File: config.mk
export PLATFORM = sky130hd
export DESIGN_NAME = cordic_vector_iter
export DESIGN_NICKNAME = d
export VERILOG_FILES = /design/src/rtl/cordic_pkg.sv /design/src/rtl/cordic_micro_rot.sv /design/src/rtl/cordic_vector_iter.sv
export SDC_FILE = /design/constraint.sdc
export NUM_CORES = 1
export LEC_CHECK = 0
export BUFFER_PORTS_ARGS = -buffer_cell sky130_fd_sc_hd__buf_2
export CORE_MARGIN = 2
export CORE_UTILIZATION = 40
export CTS_CLUSTER_SIZE = 14
export DETAILED_ROUTE_END_ITERATION = 7
export PLACE_DENSITY_LB_ADDON = 0.25
export SLEW_MARGIN = 25
export SYNTH_ARGS = -nofsm -noshare
export SYNTH_HDL_FRONTEND = slang
export SYNTH_SLANG_ARGS = --single-unit
File: constraint.sdc
create_clock -name clock -period 4.6 [get_ports clock]
set_input_delay 0.46 -clock clock [delete_from_list [all_inputs] [get_ports clock]]
set_output_delay 0.46 -clock clock [all_outputs]
set_load 0.01 [all_outputs]
File: src/rtl/cordic_pkg.sv
// ============================================================================
// Module      : cordic_pkg
// Description : Shared types and constants for the iterative vectoring CORDIC.
// Revision    : 1.0 - initial release
// ============================================================================
`default_nettype none

package cordic_pkg;

  typedef enum logic [1:0] {
    S_IDLE = 2'd0,
    S_ITER = 2'd1,
    S_COMP = 2'd2,
    S_DONE = 2'd3
  } state_e;

  // Reciprocal CORDIC gain in Q16.
  localparam int unsigned K_Q16 = 39797;

  // round(atan(2^-i) * 2^16 / (pi/2))
  function automatic logic [31:0] atan_q16(input logic [31:0] idx);
    case (idx)
      32'd0:   return 32'd32768;
      32'd1:   return 32'd19344;
      32'd2:   return 32'd10221;
      32'd3:   return 32'd5188;
      32'd4:   return 32'd2604;
      32'd5:   return 32'd1303;
      32'd6:   return 32'd652;
      32'd7:   return 32'd326;
      32'd8:   return 32'd163;
      32'd9:   return 32'd81;
      32'd10:  return 32'd41;
      32'd11:  return 32'd20;
      32'd12:  return 32'd10;
      32'd13:  return 32'd5;
      32'd14:  return 32'd3;
      32'd15:  return 32'd1;
      32'd16:  return 32'd1;
      default: return 32'd0;
    endcase
  endfunction

  // Rescale the Q16 table to an arbitrary angle width, rounding to nearest.
  function automatic logic [31:0] atan_scaled(input logic [31:0] idx, input int asize);
    logic [31:0] v;
    v = atan_q16(idx);
    if (asize >= 16) return v << (asize - 16);
    return (v + (32'd1 << (15 - asize))) >> (16 - asize);
  endfunction

endpackage

`default_nettype wire

File: src/rtl/cordic_micro_rot.sv
// ============================================================================
// Module      : cordic_micro_rot
// Description : One combinational vectoring micro-rotation (shift-add/sub pair).
// Revision    : 1.0 - initial release
// ============================================================================
`default_nettype none

module cordic_micro_rot #(
  parameter int XW = 19,
  parameter int ZW = 18,
  parameter int CW = 4
) (
  input  logic signed [XW-1:0] x_i,
  input  logic signed [XW-1:0] y_i,
  input  logic signed [ZW-1:0] z_i,
  input  logic        [CW-1:0] shift_i,
  input  logic signed [ZW-1:0] atan_i,
  output logic signed [XW-1:0] x_o,
  output logic signed [XW-1:0] y_o,
  output logic signed [ZW-1:0] z_o
);

  logic signed [XW-1:0] w_xs;
  logic signed [XW-1:0] w_ys;

  assign w_xs = x_i >>> shift_i;
  assign w_ys = y_i >>> shift_i;

  // Rotate toward the x axis; both updates see the pre-step x and y.
  always_comb begin
    x_o = x_i;
    y_o = y_i;
    z_o = z_i;
    if (!y_i[XW-1]) begin
      x_o = x_i + w_ys;
      y_o = y_i - w_xs;
      z_o = z_i + atan_i;
    end else begin
      x_o = x_i - w_ys;
      y_o = y_i + w_xs;
      z_o = z_i - atan_i;
    end
  end

endmodule

`default_nettype wire

File: src/rtl/cordic_vector_iter.sv
// ============================================================================
// Module      : cordic_vector_iter
// Description : Iterative vectoring CORDIC, (x,y) -> (magnitude, angle).
//               Optional gain compensation under CORDIC_GAIN_COMP_EN.
// Revision    : 1.0 - initial release
// ============================================================================
`default_nettype none

module cordic_vector_iter
  import cordic_pkg::*;
#(
  parameter int DSIZE = 16,
  parameter int ASIZE = 16,
  parameter int ITER  = 14
) (
  input  logic             clock,
  input  logic             rst_n,
  input  logic             in_valid,
  output logic             in_ready,
  input  logic [DSIZE-1:0] x_in,
  input  logic [DSIZE-1:0] y_in,
  output logic             out_valid,
  input  logic             out_ready,
  output logic [DSIZE-1:0] mag_out,
  output logic [ASIZE-1:0] ang_out,
  output logic             busy
);

  // Three guard bits on x/y: the raw gain on a full-scale diagonal exceeds 2^(DSIZE+1).
  localparam int XW = DSIZE + 3;
  localparam int ZW = ASIZE + 2;
  localparam int GW = XW + 1;
  localparam int CW = (ITER < 2) ? 1 : $clog2(ITER + 1);
  localparam logic [CW-1:0] LAST_CNT = CW'(ITER);

  state_e               state_q;
  logic [CW-1:0]        cnt_q;
  logic signed [XW-1:0] x_q, y_q;
  logic signed [ZW-1:0] z_q;
  logic                 zero_q;
  logic [DSIZE-1:0]     mag_q;
  logic [ASIZE-1:0]     ang_q;
  logic                 out_valid_q, in_ready_q, busy_q;

  logic signed [XW-1:0] x_d, y_d;
  logic signed [ZW-1:0] z_d;
  logic signed [ZW-1:0] w_atan;
  logic signed [GW-1:0] w_mag_src;
  logic [DSIZE-1:0]     w_mag_sat;
  logic [ASIZE-1:0]     w_ang_sat;

  assign w_atan = ZW'(atan_scaled(32'(cnt_q), ASIZE));

  cordic_micro_rot #(
    .XW (XW),
    .ZW (ZW),
    .CW (CW)
  ) u_micro_rot (
    .x_i     (x_q),
    .y_i     (y_q),
    .z_i     (z_q),
    .shift_i (cnt_q),
    .atan_i  (w_atan),
    .x_o     (x_d),
    .y_o     (y_d),
    .z_o     (z_d)
  );

`ifdef CORDIC_GAIN_COMP_EN
  logic signed [XW+16:0] w_prod;
  logic signed [GW-1:0]  w_gain;
  assign w_prod = x_q * $signed({1'b0, 16'(K_Q16)});
  assign w_gain = GW'(w_prod >>> 16);
`endif

  always_comb begin
    w_mag_src = {x_q[XW-1], x_q};
`ifdef CORDIC_GAIN_COMP_EN
    if (state_q == S_COMP && !zero_q) w_mag_src = w_gain;
`endif
    if (w_mag_src[GW-1])               w_mag_sat = '0;
    else if (|w_mag_src[GW-2:DSIZE])   w_mag_sat = '1;
    else                               w_mag_sat = w_mag_src[DSIZE-1:0];

    if (z_q[ZW-1])                     w_ang_sat = '0;
    else if (|z_q[ZW-2:ASIZE])         w_ang_sat = '1;
    else                               w_ang_sat = z_q[ASIZE-1:0];
  end

  always_ff @(posedge clock or negedge rst_n) begin
    if (!rst_n) begin
      state_q     <= S_IDLE;
      cnt_q       <= '0;
      x_q         <= '0;
      y_q         <= '0;
      z_q         <= '0;
      zero_q      <= 1'b0;
      mag_q       <= '0;
      ang_q       <= '0;
      out_valid_q <= 1'b0;
      in_ready_q  <= 1'b1;
      busy_q      <= 1'b0;
    end else begin
      case (state_q)
        S_IDLE: begin
          if (in_valid) begin
            x_q        <= $signed({{(XW-DSIZE){1'b0}}, x_in});
            y_q        <= $signed({{(XW-DSIZE){1'b0}}, y_in});
            z_q        <= '0;
            zero_q     <= (y_in == '0);
            cnt_q      <= '0;
            state_q    <= S_ITER;
            in_ready_q <= 1'b0;
            busy_q     <= 1'b1;
          end
        end
        S_ITER: begin
          // The pass at cnt==ITER performs no rotation; it only finalises the result.
          if (cnt_q == LAST_CNT) begin
`ifdef CORDIC_GAIN_COMP_EN
            state_q     <= S_COMP;
`else
            state_q     <= S_DONE;
            mag_q       <= w_mag_sat;
            ang_q       <= w_ang_sat;
            out_valid_q <= 1'b1;
`endif
          end else begin
            if (!zero_q) begin
              x_q <= x_d;
              y_q <= y_d;
              z_q <= z_d;
            end
            cnt_q <= cnt_q + 1'b1;
          end
        end
`ifdef CORDIC_GAIN_COMP_EN
        S_COMP: begin
          state_q     <= S_DONE;
          mag_q       <= w_mag_sat;
          ang_q       <= w_ang_sat;
          out_valid_q <= 1'b1;
        end
`endif
        S_DONE: begin
          if (out_ready) begin
            state_q     <= S_IDLE;
            out_valid_q <= 1'b0;
            in_ready_q  <= 1'b1;
            busy_q      <= 1'b0;
          end
        end
        default: begin
          state_q     <= S_IDLE;
          out_valid_q <= 1'b0;
          in_ready_q  <= 1'b1;
          busy_q      <= 1'b0;
        end
      endcase
    end
  end

  assign in_ready  = in_ready_q;
  assign out_valid = out_valid_q;
  assign mag_out   = mag_q;
  assign ang_out   = ang_q;
  assign busy      = busy_q;

endmodule

`default_nettype wire

# == Yosys cells after proc, flatten, opt, wreduce, memory -nomap -nowiden ==
# Memory sizes are Yosys's and may differ from the RTL's.
# Cells that the tools add are included.
# Widths: inputs -> output; s select.
# totals
ff_bits,98
mem_bits_ro,256
input_bits,36
out_inout_bits,35
elab_cells,76
n_memories,1
# classes
addsub,7
n_eq_ne,8
shift,2
mux,34
bitwise_logic,2
reduce_logical,11
# mem_list
name,words,width,rd,rd_ports_with_merged_regs,wr,line_no,text
(name not given),16,16,1,0,0,cordic_pkg.sv:22,case (idx)
# op_table
operator,count
$mux 19,8
$pmux 19 s2,2
$mux 18,4
$mux 16,4
$add 19x19->19,2
$sshr 19x4->19,2
$sub 19x19->19,2
$pmux 18 s2,1
$add 18x18->18,1
$sub 18x18->18,1
$logic_not 16->1,1
$reduce_and 3->1,4
$ne 2x2->1 const B,5
$pmux 1 s3,3
$mux 4,2
$pmux 4 s2,1
$mux 2,3
$pmux 2 s3,1
$mux 1,5
$add 4x1->4 const B,1
$eq 4x4->1 const B,1
$reduce_and 2->1,2
$reduce_and 4->1,1
$reduce_or 3->1,1
other kinds (5),6

# == Depth between registers and ports, before layout ==
# Gate-level depths: netlist (run 1).
# depth
depth_word,6
mapped_depth,27
depth_no_buf,23

# == Hierarchy ==
# From an unflattened synthesis (run 1), not the netlist that was laid out.
# hier_totals
hier_cells,1143
area_unflattened_um2,10059.6
# modules_own_cells
module,instances,cells_per_inst,area_each_um2,seq_area_each_um2
cordic_micro_rot,1,714,5509.0,0.0
cordic_vector_iter,1,429,4550.6,2453.6

# == Worst setup path before layout (run 1) ==
# Ideal clock, no wire load.
# synth_timing
path_type,register to register
from,reg cnt_q[2]
to,reg x_q[18]
setup_time_ns,0.141
arrival_time_ns,4.897
slack_ns,-0.438
stages_incl_launch_ff,27
cell_sequence,dfrtp_1 -> buf_2 -> buf_2 -> clkbuf_1 -> buf_1 -> clkbuf_1 -> buf_1 -> o21a_1 -> ha_1 -> inv_1 -> o32ai_1 -> a31oi_1 -> nor2b_1 -> and3_1 -> nor3_1 -> a21oi_1 -> o32ai_1 -> ha_1 -> a21o_1 -> a21oi_1 -> a21boi_0 -> a21o_1 -> o21ai_0 -> o221ai_1 -> xnor2_1 -> nand2b_1 -> a31oi_1
# synth_via
elab_chain_cells,6
elab_cells_between_ends,10
cone_classes,add/sub: 2; eq/ne: 2; shift: 1; mux: 4; reduce/logical: 1
# synth_rtl
item,line_no,text
from (decl),cordic_vector_iter.sv:37,logic [CW-1:0] cnt_q;
from (signal assigned),cordic_vector_iter.sv:134,cnt_q <= cnt_q + 1'b1;
$sshr 19x4->19,cordic_micro_rot.sv:27,assign w_ys = y_i >>> shift_i;
$add 19x19->19 or $sub 19x19->19 (tied branches),"cordic_micro_rot.sv:35, cordic_micro_rot.sv:39",
$mux 19,cordic_micro_rot.sv:34,if (!y_i[XW-1]) begin
$mux 19,cordic_vector_iter.sv:129,if (!zero_q) begin
$mux 19,cordic_vector_iter.sv:119,if (cnt_q == LAST_CNT) begin
$pmux 19 s2,cordic_vector_iter.sv:104,case (state_q)
to (signal assigned),cordic_vector_iter.sv:107,"x_q <= $signed({{(XW-DSIZE){1'b0}}, x_in});"
to (decl),cordic_vector_iter.sv:38,"logic signed [XW-1:0] x_q, y_q;"
# Parallel ways exist; a longest one is shown, timed or not. The select of a mux whose other input is x is not followed.
# A chain may end at the register's enable or synchronous reset.

# == Worst setup path in the final report (run 1) ==
# layout_timing
from,reg cnt_q[1]
to,reg y_q[17]
# layout_via
elab_chain_cells,6
elab_cells_between_ends,10
cone_classes,add/sub: 2; eq/ne: 2; shift: 1; mux: 4; reduce/logical: 1
# layout_rtl
item,line_no,text
$sshr 19x4->19,cordic_micro_rot.sv:26,assign w_xs = x_i >>> shift_i;
$sub 19x19->19 or $add 19x19->19 (tied branches),"cordic_micro_rot.sv:36, cordic_micro_rot.sv:40",
$mux 19,cordic_micro_rot.sv:34,
$mux 19,cordic_vector_iter.sv:129,
$mux 19,cordic_vector_iter.sv:119,
$pmux 19 s2,cordic_vector_iter.sv:104,
to (signal assigned),cordic_vector_iter.sv:108,"y_q <= $signed({{(XW-DSIZE){1'b0}}, y_in});"
to (signal assigned),cordic_vector_iter.sv:131,y_q <= y_d;
to (decl),cordic_vector_iter.sv:38,
# Parallel ways exist; a longest one is shown, timed or not. The select of a mux whose other input is x is not followed.

==> results of run 1 <==
logic make-up (layout without fill, tap and decap cells):
logic type                 after synthesis  in the layout
and+or+nand+nor                        432            432
AOI/OAI and AO/OA                      377            377
buffers and inverters                  118            336
DFF                                     98             98
muxes                                   84             84
xor gates and xnor gates                82             82
adders and majority gates               69             69
layout make-up:
type	instances	area, sq um	share of cell area, %
multi-input combinational	1044	7360	57.7
sequential	98	2460	19.3
timing repair buffer	287	2100	16.5
tap	330	413	3.23
clock buffer	9	225	1.76
inverter	33	134	1.05
clock inverter	7	70.1	0.549
layer usage:
| metal | track usage [%] | share of wire, % | vias up |
|---|---|---|---|
| li1 | - | - | 5025 |
| met1 | 34.1 | 44 | 5005 |
| met2 | 44.5 | 49 | 317 |
| met3 | 3.53 | 4.9 | 68 |
| met4 | 7.04 | 2.6 | 0 |
| met5 | 0 | 0 | - |
state kept, by name, indices dropped and copies added, names as in the netlist, 2 cells and up:
signal   count
ang_out     16
z_q         18
cnt_q        4
y_q         19
x_q         19
mag_out     16
state_q      2
cell usage in the layout (no fill, tap or decap), types with 29 or more instances in the layout:
| cell type | count |
|---|---|
| ha_1 | 64 |
| buf_2 | 69 |
| nand2_1 | 145 |
| a21oi_1 | 98 |
| nor2_1 | 129 |
| mux2i_1 | 35 |
| nand3_1 | 37 |
| dfrtp_1 | 92 |
| buf_4 | 207 |
| o21ai_0 | 80 |
| o31ai_1 | 36 |
| xor2_1 | 35 |
| inv_1 | 29 |
| xnor2_1 | 46 |
cell usage after synthesis, types with 10 or more instances:
cell,instances,area (sq um)
a21o_1,13,97.6
a31oi_1,26,163
or3_1,12,75.1
nor3_1,22,110
nand2b_1,13,81.3
nor2_1,131,492
a21oi_1,108,541
o21a_1,15,113
mux2_2,16,180
nand2_1,147,552
buf_2,12,60.1
nor2b_1,14,87.6
clkbuf_1,52,195
inv_1,31,116
o21ai_0,95,475
dfrtp_1,97,2430
mux2i_1,38,380
xnor2_1,47,412
ha_1,66,826
buf_1,13,48.8
o21bai_1,11,82.6
mux4_2,26,586
a211oi_1,10,75.1
nand3_1,37,185
o31ai_1,37,278
xor2_1,35,307
through the flow:
| stage | worst slack, ns | instance area (sq um) | std cells |
|---|---|---|---|
| 3_5_place_dp | -0.398 | 12100 | 1777 |
| 3_3_place_gp | -0.261 | 12100 | 1777 |
| 4_1_cts | -0.00761 | 12500 | 1796 |
| 6_report | -0.0536 | 12800 | 1808 |
| 5_1_grt | -0.244 | 12800 | 1808 |
| 2_1_floorplan | 0.00807 | 10100 | 1260 |
worst register-to-register path: stages, from the launching register on:
cell,delay [ns]
dfrtp_2,0.53
clkbuf_16,0.20
mux4_2,0.32
mux2_2,0.30
nor2_1,0.12
a31oi_2,0.07
or4_4,0.59
nor4_4,0.29
nand3b_1,0.14
o311ai_1,0.13
ha_1,0.36
nand4_1,0.16
o21a_1,0.15
o31a_1,0.18
a31oi_1,0.12
or4_1,0.43
a31oi_1,0.22
xor2_1,0.15
o21ai_0,0.08
worst min-delay path by stage:
| stage | startpoint | end | slack (ns) | cells after the start |
|---|---|---|---|---|
| 2_1_floorplan | rst_n | ang_out[0] | 0.16 | 0 |
| 3_3_place_gp | ang_out[14] | ang_out[14] | 0.46 | 2 |
| 3_5_place_dp | ang_out[14] | ang_out[14] | 0.46 | 2 |
| 4_1_cts | rst_n | ang_out[3] | 0.29 | 1 |
| 5_1_grt | rst_n | ang_out[1] | 0.16 | 1 |
| 6_report | rst_n | ang_out[2] | 0.1 | 1 |
repair_timing:
item,in CTS,in global routing
endpoints found under the setup margin,10,27
pin swaps,6,25
setup buffers,3,11
hold endpoints to repair,0,0
gates cloned,0,1
gates resized for setup,13,53
==> impl_metrics.toml, run 1 <==
[floorplanning]
die_y_um = 163
die_w_um = 163
fp.coreArea_sq_um = 25000
die_area_sq_um = 26600
start_util_pct = 40.4
ios = 71
rows = 58

[timing]
timing.slew.headroom_pct = 50.0
finalSetupViolCount = 2
drv_slew = 0
skew_ns = 0.0146
fin_crit_ns = 4.65
max_freq_mhz = 215
hold_viol_final = 0
hold_ws_ns = 0.0991
setup-tns-final_ns = -0.0705
period_share_pct = 101
worstMarginPinSlew_ns = 0.748
grt_setup_unrepaired = "yes"
timing.final.ws_setup_ns = -0.0536

[yosys]
yosys.area_share.simple_pct = 19.7
dominantRegCellSynth = "dfrtp_1"
synth_compound_area_share_pct = 23.2
postSynthNetCount = 1365
synthMuxAreaShare_pct = 11.9
synthAdderAreaFrac_pct = 8.76
post_synth.cell_area_avg_sq_um = 8.03
yosysSeqAreaShare_pct = 24.3
synth_top_family_by_area = "compound AO/OA/AOI/OAI gates"
synth_warnings = 0
synth-edff-count = 0
synth-xor-area-share_pct = 7.10
syn_area_sq_um = 10100
yosysUniqueCellTypes = 79
ys_ff_latch = 98
synthCells = 1260
synthArstFlopShare_pct = 100

[clocking]
clkLatencyLatePin_ns = 0.37
cts_tree = "built"
cts_htree_levels = 3
cts.sinks = 98
ctsHoldBuffers = 0
path_clk_slew_ns = 0.09
root_buffer = "clkbuf_16"
cts.path.max_buffers = 2
cts_buffers = 9

[place]
place_congestion = 0.940
hpwlAfterDp_um = 26400
port_buffers = 70

[setup_path]
reg2reg_to = "y_q[17]"
critPathSlowestCell = "or4_4"
rrSetupSlack_ns = -0.05
path_depth = 18
cp_top_family = "simple AND/OR/NAND/NOR gates"
end_kind = "flip-flop"
critPathKind = "reg -> reg"
path_cells = "clkbuf_16 -> mux4_2 -> mux2_2 -> nor2_1 -> a31oi_2 -> or4_4 -> nor4_4 -> nand3b_1 -> o311ai_1 -> ha_1 -> nand4_1 -> o21a_1 -> o31a_1 -> a31oi_1 -> or4_1 -> a31oi_1 -> xor2_1 -> o21ai_0"
crit_fanout = 7
critical_path_required_ns = 4.83
worstRegToRegCells = 18
cp-endpoint = "y_q[17]"
rr_startpoint = "cnt_q[1]"
slowest_delay_ns = 0.59
cp_num_buf_inv = 1
arrival_ns = 4.89
cp-start-kind = "flip-flop"
cp-startpoint = "cnt_q[1]"
timing.critical_path.mode_cell = "a31oi_1"

[detailed_routing]
postRouteAntennaNets = 0
num_vias = 10415
post_drt_wl_per_cell_um = 18.9
wl_um = 34100
route.detailed.drc = 0
firstDrtPassIters = 6
drtIter0Drc = 884
avgViaCountPerCell = 5.76

[final_layout]
final_layout_size_suffix_gt1_share_pct = 27.9
filler_cell_count = 2468
nets = 1578
area_delta_synth_final_pct = 26.2
fin_util_pct = 51.0
antenna_cells = 0

[global_routing]
antenna_found_initial = 0
grt_use_total_pct = 25.9
grt_pass1_vias = 9982
grt_pass1_wl_um = 54200
gr-total-overflow = 0
grt_max_degree = 72

[worst_hold_path]
hold_class = "in -> async"

[job]
maxCapViolations = 0

[outcome]
status = "finished, violations left"
violations = "negative setup slack"
Power of run 1 is not shown: default switching activity piles up to over one toggle a cycle in this logic, so the estimate is an artifact.
==> run 2, diff against run 1 <==
--- a/config.mk
+++ b/config.mk
@@ -15,3 +15,4 @@
 export SYNTH_ARGS = -nofsm -noshare
 export SYNTH_HDL_FRONTEND = slang
 export SYNTH_SLANG_ARGS = --single-unit
+export TNS_END_PERCENT = 20
==> run 2 against run 1 <==
  * The flow still finishes with violations (negative setup slack)
  * Utilization decreased by 0.075 points
  * Die area did not move
  * Design area decreased by 0.15%
  * First-iteration DRC count decreased by 14%
  * Hold slack lost 0.0043 ns
  * Critical path depth unchanged
  * Maximum frequency increased by 0.21%
  * Sequential share of layout area is essentially flat
  * Critical endpoint unchanged
==> impl_metrics.toml, run 2 (synthesized netlist as in run 1, its figures left out) <==
[timing]
period_share_pct = 101
skew_ns = 0.0131
max_freq_mhz = 215
worstMarginPinSlew_ns = 0.750
fin_crit_ns = 4.64
timing.slew.headroom_pct = 49.8
timing.final.ws_setup_ns = -0.0441
drv_slew = 0
finalSetupViolCount = 3
grt_setup_unrepaired = "yes"
setup-tns-final_ns = -0.0742
hold_viol_final = 0

[final_layout]
nets = 1578
top_regs = "x_q: 19 flops, y_q: 19 flops, z_q: 18 flops"
layout_commonest_cell = "buf_4"
filler_cell_count = 2471
multiInputGateArea_sq_um = 7340
final_cell_mix = "207 x buf_4, 145 x nand2_1, 129 x nor2_1"
area_delta_synth_final_pct = 26.0
seq_area_sq_um = 2460
final_layout_size_suffix_gt1_share_pct = 27.7
antenna_cells = 0

[detailed_routing]
firstDrtPassIters = 6
route.detailed.drc = 0
post_drt_wl_per_cell_um = 18.9
drtIter0Drc = 761
postRouteAntennaNets = 0
num_vias = 10421
avgViaCountPerCell = 5.76
wl_um = 34200

[floorplanning]
die_w_um = 163
fp.coreArea_sq_um = 25000
rows = 58
start_util_pct = 40.4
ios = 71
die_y_um = 163
die_area_sq_um = 26600

[clocking]
ctsHoldBuffers = 0
cts_buffers = 9
path_clk_slew_ns = 0.09
cts.path.max_buffers = 2
root_buffer = "clkbuf_16"
clkLatencyLatePin_ns = 0.37
cts_tree = "built"
cts_htree_levels = 3
cts.sinks = 98

[setup_path]
crit_fanout = 7
cp-start-kind = "flip-flop"
end_kind = "flip-flop"
critPathKind = "reg -> reg"
critical_path_required_ns = 4.83
arrival_ns = 4.88

[place]
place_congestion = 0.940
pre_cts_ws_ns = -0.398
hpwlAfterDp_um = 26400
port_buffers = 70

[outcome]
violations = "negative setup slack"
status = "finished, violations left"

[global_routing]
grt_pass1_wl_um = 54200
antenna_found_initial = 0
grt_pass1_vias = 9988
grt_use_total_pct = 25.9
gr-total-overflow = 0
grt_max_degree = 72

[worst_hold_path]
hold_class = "in -> async"

[job]
maxCapViolations = 0
run 2: cell counts in the layout (fill, tap and decap cells not counted):
No cell type changed its count.
run 2: cell type report:
cell class                 count  area share [%]
sequential                    98            19.3
clock inverter                 7           0.550
multi-input combinational   1044            57.6
inverter                      33            1.05
clock buffer                   9            1.77
tap                          330            3.24
timing repair buffer         287            16.5
run 2: final timing paths:
path                            start  slack (ns)         end  cells after the start
max                          cnt_q[1]       -0.04     y_q[17]                     18
min                             rst_n        0.09  ang_out[2]                      1
max reg2reg                  cnt_q[1]       -0.04     y_q[17]                     18
min reg2reg                ang_out[0]        0.47  ang_out[0]                      2
max in group asynchronous       rst_n        3.63    cnt_q[0]                      2
min in group clock          out_ready        0.33  state_q[0]                      2
run 2: through the flow:
step | cells | hold slack [ns] | utilization [%] | instance area [sq um]
final | 1808 | 0.0948 | 50.9 | 12700
after floorplan | 1260 | 0.164 | - | 10100
after global placement | 1777 | 0.456 | 48.3 | 12100
after CTS | 1796 | 0.285 | 49.8 | 12500
after global routing | 1808 | 0.156 | 50.9 | 12700
after detailed placement | 1777 | 0.460 | 48.3 | 12100
run 2: critical path, cell delays in order, from the launching register on:
cell      delay (ns)
dfrtp_2         0.52
buf_8           0.16
mux4_2          0.36
mux2_2          0.30
nor2_1          0.12
a31oi_2         0.07
or4_4           0.59
nor4_4          0.29
nand3b_1        0.14
o311ai_1        0.13
ha_1            0.36
nand4_1         0.16
o21a_1          0.15
o31a_1          0.17
a31oi_1         0.12
or4_1           0.43
a31oi_1         0.22
xor2_1          0.15
o21ai_0         0.08
run 2: what timing repair did:
item / in CTS / in global routing
setup endpoints to repair: 10 / 27
buffers inserted: 3 / 11
gates resized for setup: 13 / 47
pin swaps: 6 / 23
gates cloned: 0 / 1
run 2: per-layer routing:
layer | up-vias | share of wire (%) | GRT usage (%)
li1 | 5018 | - | -
met1 | 5022 | 44 | 34.1
met2 | 313 | 49 | 44.5
met3 | 68 | 4.7 | 3.53
met4 | 0 | 2.5 | 7.04
met5 | - | 0 | 0
Power of run 2 is left out for the same reason.
